$ cat config.mk
export PLATFORM = sky130hd
export DESIGN_NAME = text_window_pipe
export DESIGN_NICKNAME = d
export VERILOG_FILES = /design/src/rtl/text_window_pipe.sv
export SDC_FILE = /design/constraint.sdc
export NUM_CORES = 2
export LEC_CHECK = 0
export ABC_AREA = 1
export BUFFER_PORTS_ARGS = -buffer_cell sky130_fd_sc_hd__buf_2
export CAP_MARGIN = 20
export CORE_MARGIN = 2
export CORE_UTILIZATION = 25
export DETAILED_ROUTE_END_ITERATION = 6
export PLACE_DENSITY_LB_ADDON = 0.12
export SETUP_SLACK_MARGIN = 0.5
export SLEW_MARGIN = 20
export SYNTH_ARGS = -nofsm -noshare
export SYNTH_HDL_FRONTEND = slang
export SYNTH_SLANG_ARGS = --single-unit
$ cat constraint.sdc
create_clock -name clk -period 2.73 [get_ports clk]
set_input_delay 0.4095 -clock clk [delete_from_list [all_inputs] [get_ports clk]]
set_output_delay 0.4095 -clock clk [all_outputs]
set_load 0.1 [all_outputs]
$ cat src/rtl/text_window_pipe.sv
// rtl/text_window_pipe.sv - scaled ROWS x COLS text window renderer with cursor blink
// Coordinates in, one pixel out per cycle, 3+ROM_LAT cycles later.
module text_window_pipe #(
  parameter int FONT_W       = 8,
  parameter int FONT_H       = 16,
  parameter int COLS         = 32,
  parameter int ROWS         = 8,
  parameter int SCALE        = 1,
  parameter int ROM_LAT      = 1,
  parameter int BLINK_FRAMES = 30,
  localparam int AW  = $clog2(ROWS*COLS),
  localparam int FAW = $clog2(256*FONT_H)
) (
  input  logic              clk,
  input  logic              rst,
  input  logic [15:0]       pos_x,
  input  logic [15:0]       pos_y,
  input  logic [15:0]       horz_coord,
  input  logic [15:0]       vert_coord,
  input  logic              coord_valid,
  input  logic              frame_tick,
  input  logic              wr_en,
  input  logic [AW-1:0]     wr_addr,
  input  logic [7:0]        wr_data,
  input  logic              cursor_en,
  input  logic [AW-1:0]     cursor_addr,
  output logic [FAW-1:0]    font_addr,
  input  logic [FONT_W-1:0] font_row,
  output logic              pixel,
  output logic              pixel_valid,
  output logic              in_window
);

  localparam int NCELL = ROWS*COLS;
  localparam int BW    = $clog2(FONT_W);
  localparam int GHW   = $clog2(FONT_H);
  localparam int SSH   = $clog2(SCALE);
  localparam int BCW   = (BLINK_FRAMES > 1) ? $clog2(BLINK_FRAMES) : 1;
  localparam logic [16:0] WIN_W   = 17'(COLS*FONT_W*SCALE);
  localparam logic [16:0] WIN_H   = 17'(ROWS*FONT_H*SCALE);
  localparam logic [AW:0] NCELL_V = (AW+1)'(NCELL);

  // S0 combinational decode
  logic          inside0_d;
  logic [15:0]   dx, dy, gx, gy;
  logic [AW-1:0] idx0_d;

  always_comb begin
    inside0_d = ({1'b0, horz_coord} >= {1'b0, pos_x}) &&
                ({1'b0, horz_coord} <  ({1'b0, pos_x} + WIN_W)) &&
                ({1'b0, vert_coord} >= {1'b0, pos_y}) &&
                ({1'b0, vert_coord} <  ({1'b0, pos_y} + WIN_H));
    dx = horz_coord - pos_x;
    dy = vert_coord - pos_y;
    gx = dx >> SSH;
    gy = dy >> SSH;
    idx0_d = '0;
    if (inside0_d) begin
      idx0_d = AW'(gy >> GHW) * AW'(COLS) + AW'(gx >> BW);
    end
  end

  logic          ins0_q, val0_q;
  logic [BW-1:0] bit0_q;
  logic [GHW-1:0] grow0_q;
  logic [AW-1:0] idx0_q;

  logic          ins1_q, val1_q, hit1_q;
  logic [BW-1:0] bit1_q;
  logic [GHW-1:0] grow1_q;
  logic [7:0]    code1_q;
  logic          hit1_d;

  logic [FAW-1:0]             font_addr_q;
  logic [ROM_LAT:0]           ins_dq, val_dq, hit_dq;
  logic [ROM_LAT:0][BW-1:0]   bit_dq;

  logic [BCW-1:0] blink_cnt_q, blink_cnt_d;
  logic           blink_phase_q, blink_phase_d;

  // Character RAM: read-before-write, contents survive reset
  logic [7:0] mem [NCELL];

  always_ff @(posedge clk) begin
    if (wr_en && ({1'b0, wr_addr} < NCELL_V)) begin
      mem[wr_addr] <= wr_data;
    end
    code1_q <= mem[idx0_q];
  end

  always_comb begin
    hit1_d = cursor_en && ins0_q && ({1'b0, cursor_addr} < NCELL_V) &&
             (idx0_q == cursor_addr);
  end

  always_comb begin
    blink_cnt_d   = blink_cnt_q;
    blink_phase_d = blink_phase_q;
    if (frame_tick) begin
      if (blink_cnt_q == BCW'(BLINK_FRAMES-1)) begin
        blink_cnt_d   = '0;
        blink_phase_d = ~blink_phase_q;
      end else begin
        blink_cnt_d = blink_cnt_q + BCW'(1);
      end
    end
  end

  always_ff @(posedge clk) begin
    if (rst) begin
      ins0_q        <= 1'b0;
      val0_q        <= 1'b0;
      bit0_q        <= '0;
      grow0_q       <= '0;
      idx0_q        <= '0;
      ins1_q        <= 1'b0;
      val1_q        <= 1'b0;
      hit1_q        <= 1'b0;
      bit1_q        <= '0;
      grow1_q       <= '0;
      font_addr_q   <= '0;
      ins_dq        <= '0;
      val_dq        <= '0;
      hit_dq        <= '0;
      bit_dq        <= '0;
      blink_cnt_q   <= '0;
      blink_phase_q <= 1'b0;
    end else begin
      ins0_q        <= inside0_d;
      val0_q        <= coord_valid;
      bit0_q        <= gx[BW-1:0];
      grow0_q       <= gy[GHW-1:0];
      idx0_q        <= idx0_d;
      ins1_q        <= ins0_q;
      val1_q        <= val0_q;
      hit1_q        <= hit1_d;
      bit1_q        <= bit0_q;
      grow1_q       <= grow0_q;
      font_addr_q   <= {code1_q, grow1_q};
      ins_dq[0]     <= ins1_q;
      val_dq[0]     <= val1_q;
      hit_dq[0]     <= hit1_q;
      bit_dq[0]     <= bit1_q;
      for (int i = 1; i <= ROM_LAT; i++) begin
        ins_dq[i] <= ins_dq[i-1];
        val_dq[i] <= val_dq[i-1];
        hit_dq[i] <= hit_dq[i-1];
        bit_dq[i] <= bit_dq[i-1];
      end
      blink_cnt_q   <= blink_cnt_d;
      blink_phase_q <= blink_phase_d;
    end
  end

  // FONT_W is a power of two, so FONT_W-1-bit is just the bitwise complement
  logic fg;
  always_comb begin
    fg          = font_row[~bit_dq[ROM_LAT]];
    pixel       = ins_dq[ROM_LAT] & val_dq[ROM_LAT] &
                  (fg ^ (hit_dq[ROM_LAT] & blink_phase_q));
    pixel_valid = val_dq[ROM_LAT];
    in_window   = ins_dq[ROM_LAT] & val_dq[ROM_LAT];
    font_addr   = font_addr_q;
  end

endmodule

### After elaboration in Yosys (flattened, before gate mapping)

Memories as Yosys holds them, arrays and structs flattened. A register that Yosys moved wholly into a read port is not among the register bits.
Index checks and enable logic that the tools add are counted.

* add/subtract/negate cells: 6
* order comparisons: 5
* eq/ne operators: 2
* multiplexer cells: 5
* bitwise gates (word level): 7
* reductions and logical operators: 7

Operator list (count)
* 16-bit by 17-bit < comparator with 1-bit output: 2
* 16-bit >= comparator: 2
* 16-bit by 8-bit adder with 17-bit output (second input constant): 1
* 16-bit by 9-bit adder with 17-bit output (second input constant): 1
* 11-bit subtractor: 1
* 8-bit adder: 1
* 8-bit equality test: 1
* 7-bit subtractor: 1
* 5-bit by 1-bit adder with 5-bit output (second input constant): 1
* 5-bit equality test (second input constant): 1
* 1-bit logical AND: 5
* 5-bit two-way mux: 1
* 3-bit by 4-bit < comparator with 1-bit output (second input constant): 1
* 1-bit AND: 3
* 1-bit binary-select mux with 3-bit select: 1
* 1-bit two-way mux: 3
* 3-bit inverter: 1
* 1-bit inverter: 2
* 2-bit AND reduction: 1
* 2-bit OR reduction: 1
* 1-bit XOR: 1

* flip-flop bits (word level): 57
* bits in writable memories: 2048
* input port bits: 102
* output and inout bits: 15
* logic and storage cells: 51
* memories: 1

Memories
* mem: words 256, bits a word 8, read ports 1, clocked after Yosys merged registers in 1, write ports 1, RTL line 82 `logic [7:0] mem [NCELL];`

### Longest topological paths before layout

* depth in word-level cells: 7
* mapped depth: 16
* gate-level depth less buffers: 16

### Worst setup path before layout

No wires, ideal clock.

* kind: in2reg
* start point: input port horz_coord[0]
* end point: register idx0_q[7]
* setup time: 0.118 ns
* arrival: 2.848 ns
* required time: 2.612 ns
* path slack: -0.236 ns
* cell stages on the path: 13
* buffers on the path: 0
* cells stage by stage: inv_1 ha_1 fa_1 o21bai_1 a21oi_1 o21ai_0 xor2_1 ha_1 fa_1 xor2_1 xor2_1 xnor2_1 nor2_1

* word-level cells in the longest chain between the ends: 6
* elaborated cells on any way between the ends: 9
* those cells by class: add/sub (2); order compare (2); bitwise (1); reduce/logical (4)

RTL lines
* start: declaration: RTL line 18 `input logic [15:0] horz_coord,`
* parallel branches: the longest is 6 deep, another holds 11-bit subtractor
* end signal: assignment: RTL line 133 `idx0_q <= idx0_d;`
* end: declaration: RTL line 66 `logic [AW-1:0] idx0_q;`

Parallel ways; which one is timed is not known.
A chain may end at the register's enable or synchronous reset.

### Worst setup path in the final report

* start point: register bit_dq[3] (netlist name)
* end point: output port pixel

* word-level cells in the longest chain between the ends: 5

RTL lines
* start: declaration: RTL line 76 `logic [ROM_LAT:0][BW-1:0] bit_dq;`
* start signal: indexed assignment: RTL line 148 `bit_dq[i] <= bit_dq[i-1];`
* 3-bit inverter: RTL line 158 `fg = font_row[~bit_dq[ROM_LAT]];`
* 1-bit binary-select mux with 3-bit select: RTL line 158
* 1-bit two-way mux (not written as such): RTL line 158
* 1-bit XOR: RTL line 160 `(fg ^ (hit_dq[ROM_LAT] & blink_phase_q));`
* 1-bit AND: RTL line 159 `pixel = ins_dq[ROM_LAT] & val_dq[ROM_LAT] &`
* end: declaration: RTL line 29 `output logic pixel,`

No other way between the ends. The select of a mux whose other input is x is not followed.

==> results.md <==
- Period utilisation layout: a little over nine tenths
- Synth cell types: 42
- Crit path DAT: 2.21 ns
- Cell Area, Synth: 87000 um2
- Chip width: 594 um
- H-tree depth: 4
- Max-cap violations: 0
- Layout cells sized above 1: 22.2%
- TritonRoute pass-1 iters: 5
- Die H: 594 um
- RSZ-0062 raised after global routing: true
- Endpoint class of the critical path: output pin
- Mean Syn Cell Area: 11.6 um2
- Switch Pwr: 16.8 mW
- Slew Limit Fails: 0
- Pwr Density: between 600 and 700 nW/um2
- Slowest cell on the critical path: dfxtp_4
- Post-layout min period: 2.62 ns
- CTS Sinks: approximately 2100
- Placed Cells incl. Taps: about 12000
- First DRT Iteration DRCs: 4765
- Worst Path Buf+Inv: 2
- Crit path cell chain: inv_4 > nor2_2 > o32ai_2 > o21ai_2 > xnor2_2 > nor2_4 > buf_12
- # DRC: 0
- Largest net degree at the start of global routing: 90
- Combinational Power Share: between 6 and 7%
- Peak VDD IR: 0.545 mV
- Clk root buf: clkbuf_16
- Tightest Pin Transition: ~0.86 ns
- Power share of the clock group: 44.6%
- Via/cell ratio: 4.59
- FP Rows: 216
- Static Leak: 40.3 nW
- Total GRT Usage: 17.3%
- Global route overflow: 0
- Crit-path max FO: 5
- Sequential area share after synthesis: a little over 70%
- HPWL Detailed: 184000 um
- Hold Fails Final Rpt: 0
- Worst-Skew Late Latency: 0.96 ns
- Core area: 346000 um2
- Worst min path class: in2reg
- Number of CTS-inserted buffers: 240
- CTS tree: yes
- Setup Viol. Count Final: 0
- Start point of the worst hold path: pos_y[15]
- Vias in the first global route: 59100
- Worst setup SP type: flip-flop
- # port buffers: between 100 and 150
- Clk buf depth: 4
- Worst r2r src: idx0_q[0]$_SDFF_PP0_
- Antenna Nets Post-Route: 0
- CP Data Required Time: 2.32 ns
- DIE AREA: 353000 um2
- Sw Share: 23.1%
- Io pins: 117
- Critical path class: reg2out
- Via count: roughly 59000
- Status: finished clean
- Int Pwr: 55.8 mW
- Area Overhead vs Synth: 29.7%
- Routed WL: between 300000 and 400000 um
- CP max stage delay: 0.37 ns
- FMAX: 381 MHz
- Initial antenna violation count: 22
- Routability Congestion: a little over 0.8
- Reg clk slew, reported paths: approximately 0.060 ns
- Hold_ws: 0.0808 ns
- Final Skew: 0.0415 ns
- First-pass GRT wire length: 446000 um
- Top_reg_cell synth: edfxtp_1
- Final Util: 32.6%
- Routed WL per cell: approximately 24 um
- Post-synth EDFFs: 2048
- Cells after Synth: 7504
- Finished Layout Cells: 12900
- Sequential share of power: approximately half
- Syn nets: 7663
- Crit path launch: bit_dq[3]$_SDFF_PP0_
- Rel. slew slack: 43.0%
- Count of state elements after synthesis: 2113
- Initial Util: around 25%
- Post-synth ARST share: 0%
- Nets@finish: 8318
- Yosys warning total: 0
- Delay-heaviest family, CP: flip-flops
[worst min-delay path, cell delays in order]
cell and delay, ns:
buf_2 0.11, nand2_1 0.05, nor3_1 0.06, nand2_1 0.06, nand2_1 0.06, nand4_2 0.15, nor2_1 0.05
[flip-flops by register name, summed over array words and instances, names as in the netlist, 3 cells and up]
register	flops
idx0_q	8
code1_q	8
grow0_q	4
mem	2048
bit0_q	3
blink_cnt_q	5
bit_dq	6
grow1_q	4
bit1_q	3
font_addr	12
[final cells by class]
type,count,area (um2)
multi-input combinational,4757,25300
clock inverter,148,1460
fill,34700,234000
clock buffer,295,6260
timing repair inverter,1,16.3
timing repair buffer,901,10700
inverter,145,626
tap,4578,5730
sequential,2113,62800
antenna,10,25.0
[placed cells by master, fill, tap and decap left out, types with 6 or more instances in the layout]
master and count:
nand2_1 2102, edfxtp_1 2048, nand3_1 1508, buf_4 472, nand3_2 410, nor2_1 355
clkbuf_16 248, inv_1 136, buf_12 129, nand3_4 122, buf_2 105, buf_16 91
nand2_2 65, clkinv_1 59, dfxtp_1 57, clkbuf_1 52, ha_1 51, clkinv_2 45
buf_6 35, a21oi_1 26, dlygate4sd3_1 26, bufinv_16 25, buf_8 24, xor2_1 21
nand2_4 16, nor3_1 13, bufbuf_16 11, diode_2 10, o21ai_0 10, xnor2_1 8
inv_6 7, dfxtp_4 7, nand4_1 6
[per-stage QoR]
stage | TNS, ns | power, mW | area [um2] | worst slack (ns)
finish | 0 | 72.5 | 113000 | 0.107
global route | -0.0371 | 74.9 | 113000 | -0.0371
CTS | 0 | 73.4 | 111000 | 0.0231
detailed placement | -0.335 | 40.2 | 97400 | -0.211
global placement | -0.518 | 40.2 | 97400 | -0.324
floorplan | 0 | 38.0 | 87100 | 0.113
[final timing paths]
path / cells past startpoint / to / slack, ns
worst min register to register: 2 / bit_dq[3]$_SDFF_PP0_ / 0.39
worst max register to register: 17 / code1_q[5]$_DFF_P_ / 0.31
worst max-delay path: 7 / pixel / 0.11
worst min-delay path: 7 / idx0_q[3]$_SDFF_PP0_ / 0.08
[what timing repair did]
item / 4_1_cts / 5_1_grt
pin swaps: 195 / 148
hold buffers: 29 / 0
gates resized for setup: 719 / 239
endpoints found under the hold margin: 200 / 0
setup endpoints to repair: 11 / 12
cloned: 58 / 6
setup buffers: 78 / 16
[synth_stat cells, drive strengths merged, types with 3 or more instances]
master  count  area [um2]
nand4       7        50.1
clkbuf    135         507
nor2      357        1340
a211oi      3        22.5
o21ai      14        70.1
nand3    2040       10200
a21oi      30         150
edfxtp   2048       61500
dfxtp      65        1300
ha         54         676
inv       143         539
nand2    2183        8190
fa          3        60.1
xor2       21         184
nor3       14        70.1
xnor2      10        87.6
buf       354        1910
[cells by family after synthesis]
logic type | Yosys count | synth area share (%)
DFF | 2113 | 72.2
buffers and inverters | 634 | 3.40
AOI/OAI and AO/OA | 62 | 0.413
adders and majority gates | 57 | 0.845
muxes | 1 | 0.0115
xor gates and xnor gates | 31 | 0.312
and+or+nand+nor | 4606 | 22.9
[power groups by stage]
| stage | logic, mW | clock network [mW] | registers (mW) |
|---|---|---|---|
| after floorplan | 1.49 | 0 | 36.5 |
| after global placement | 3.78 | 0 | 36.4 |
| after detailed placement | 3.78 | 0 | 36.4 |
| after CTS | 4.45 | 33.2 | 35.7 |
| after global routing | 4.83 | 34.4 | 35.7 |
| final | 4.49 | 32.3 | 35.7 |
[layer usage]
metal / GRT usage [%] / routed length [um] / share of wire (%)
met3: 1.92 / 11800 / 3.8
met4: 3.71 / 6900 / 2.2
met5: 0 / 0 / 0
met2: 29.3 / 153000 / 49
met1: 23.8 / 143000 / 46
(Power assumes the default switching activity.)
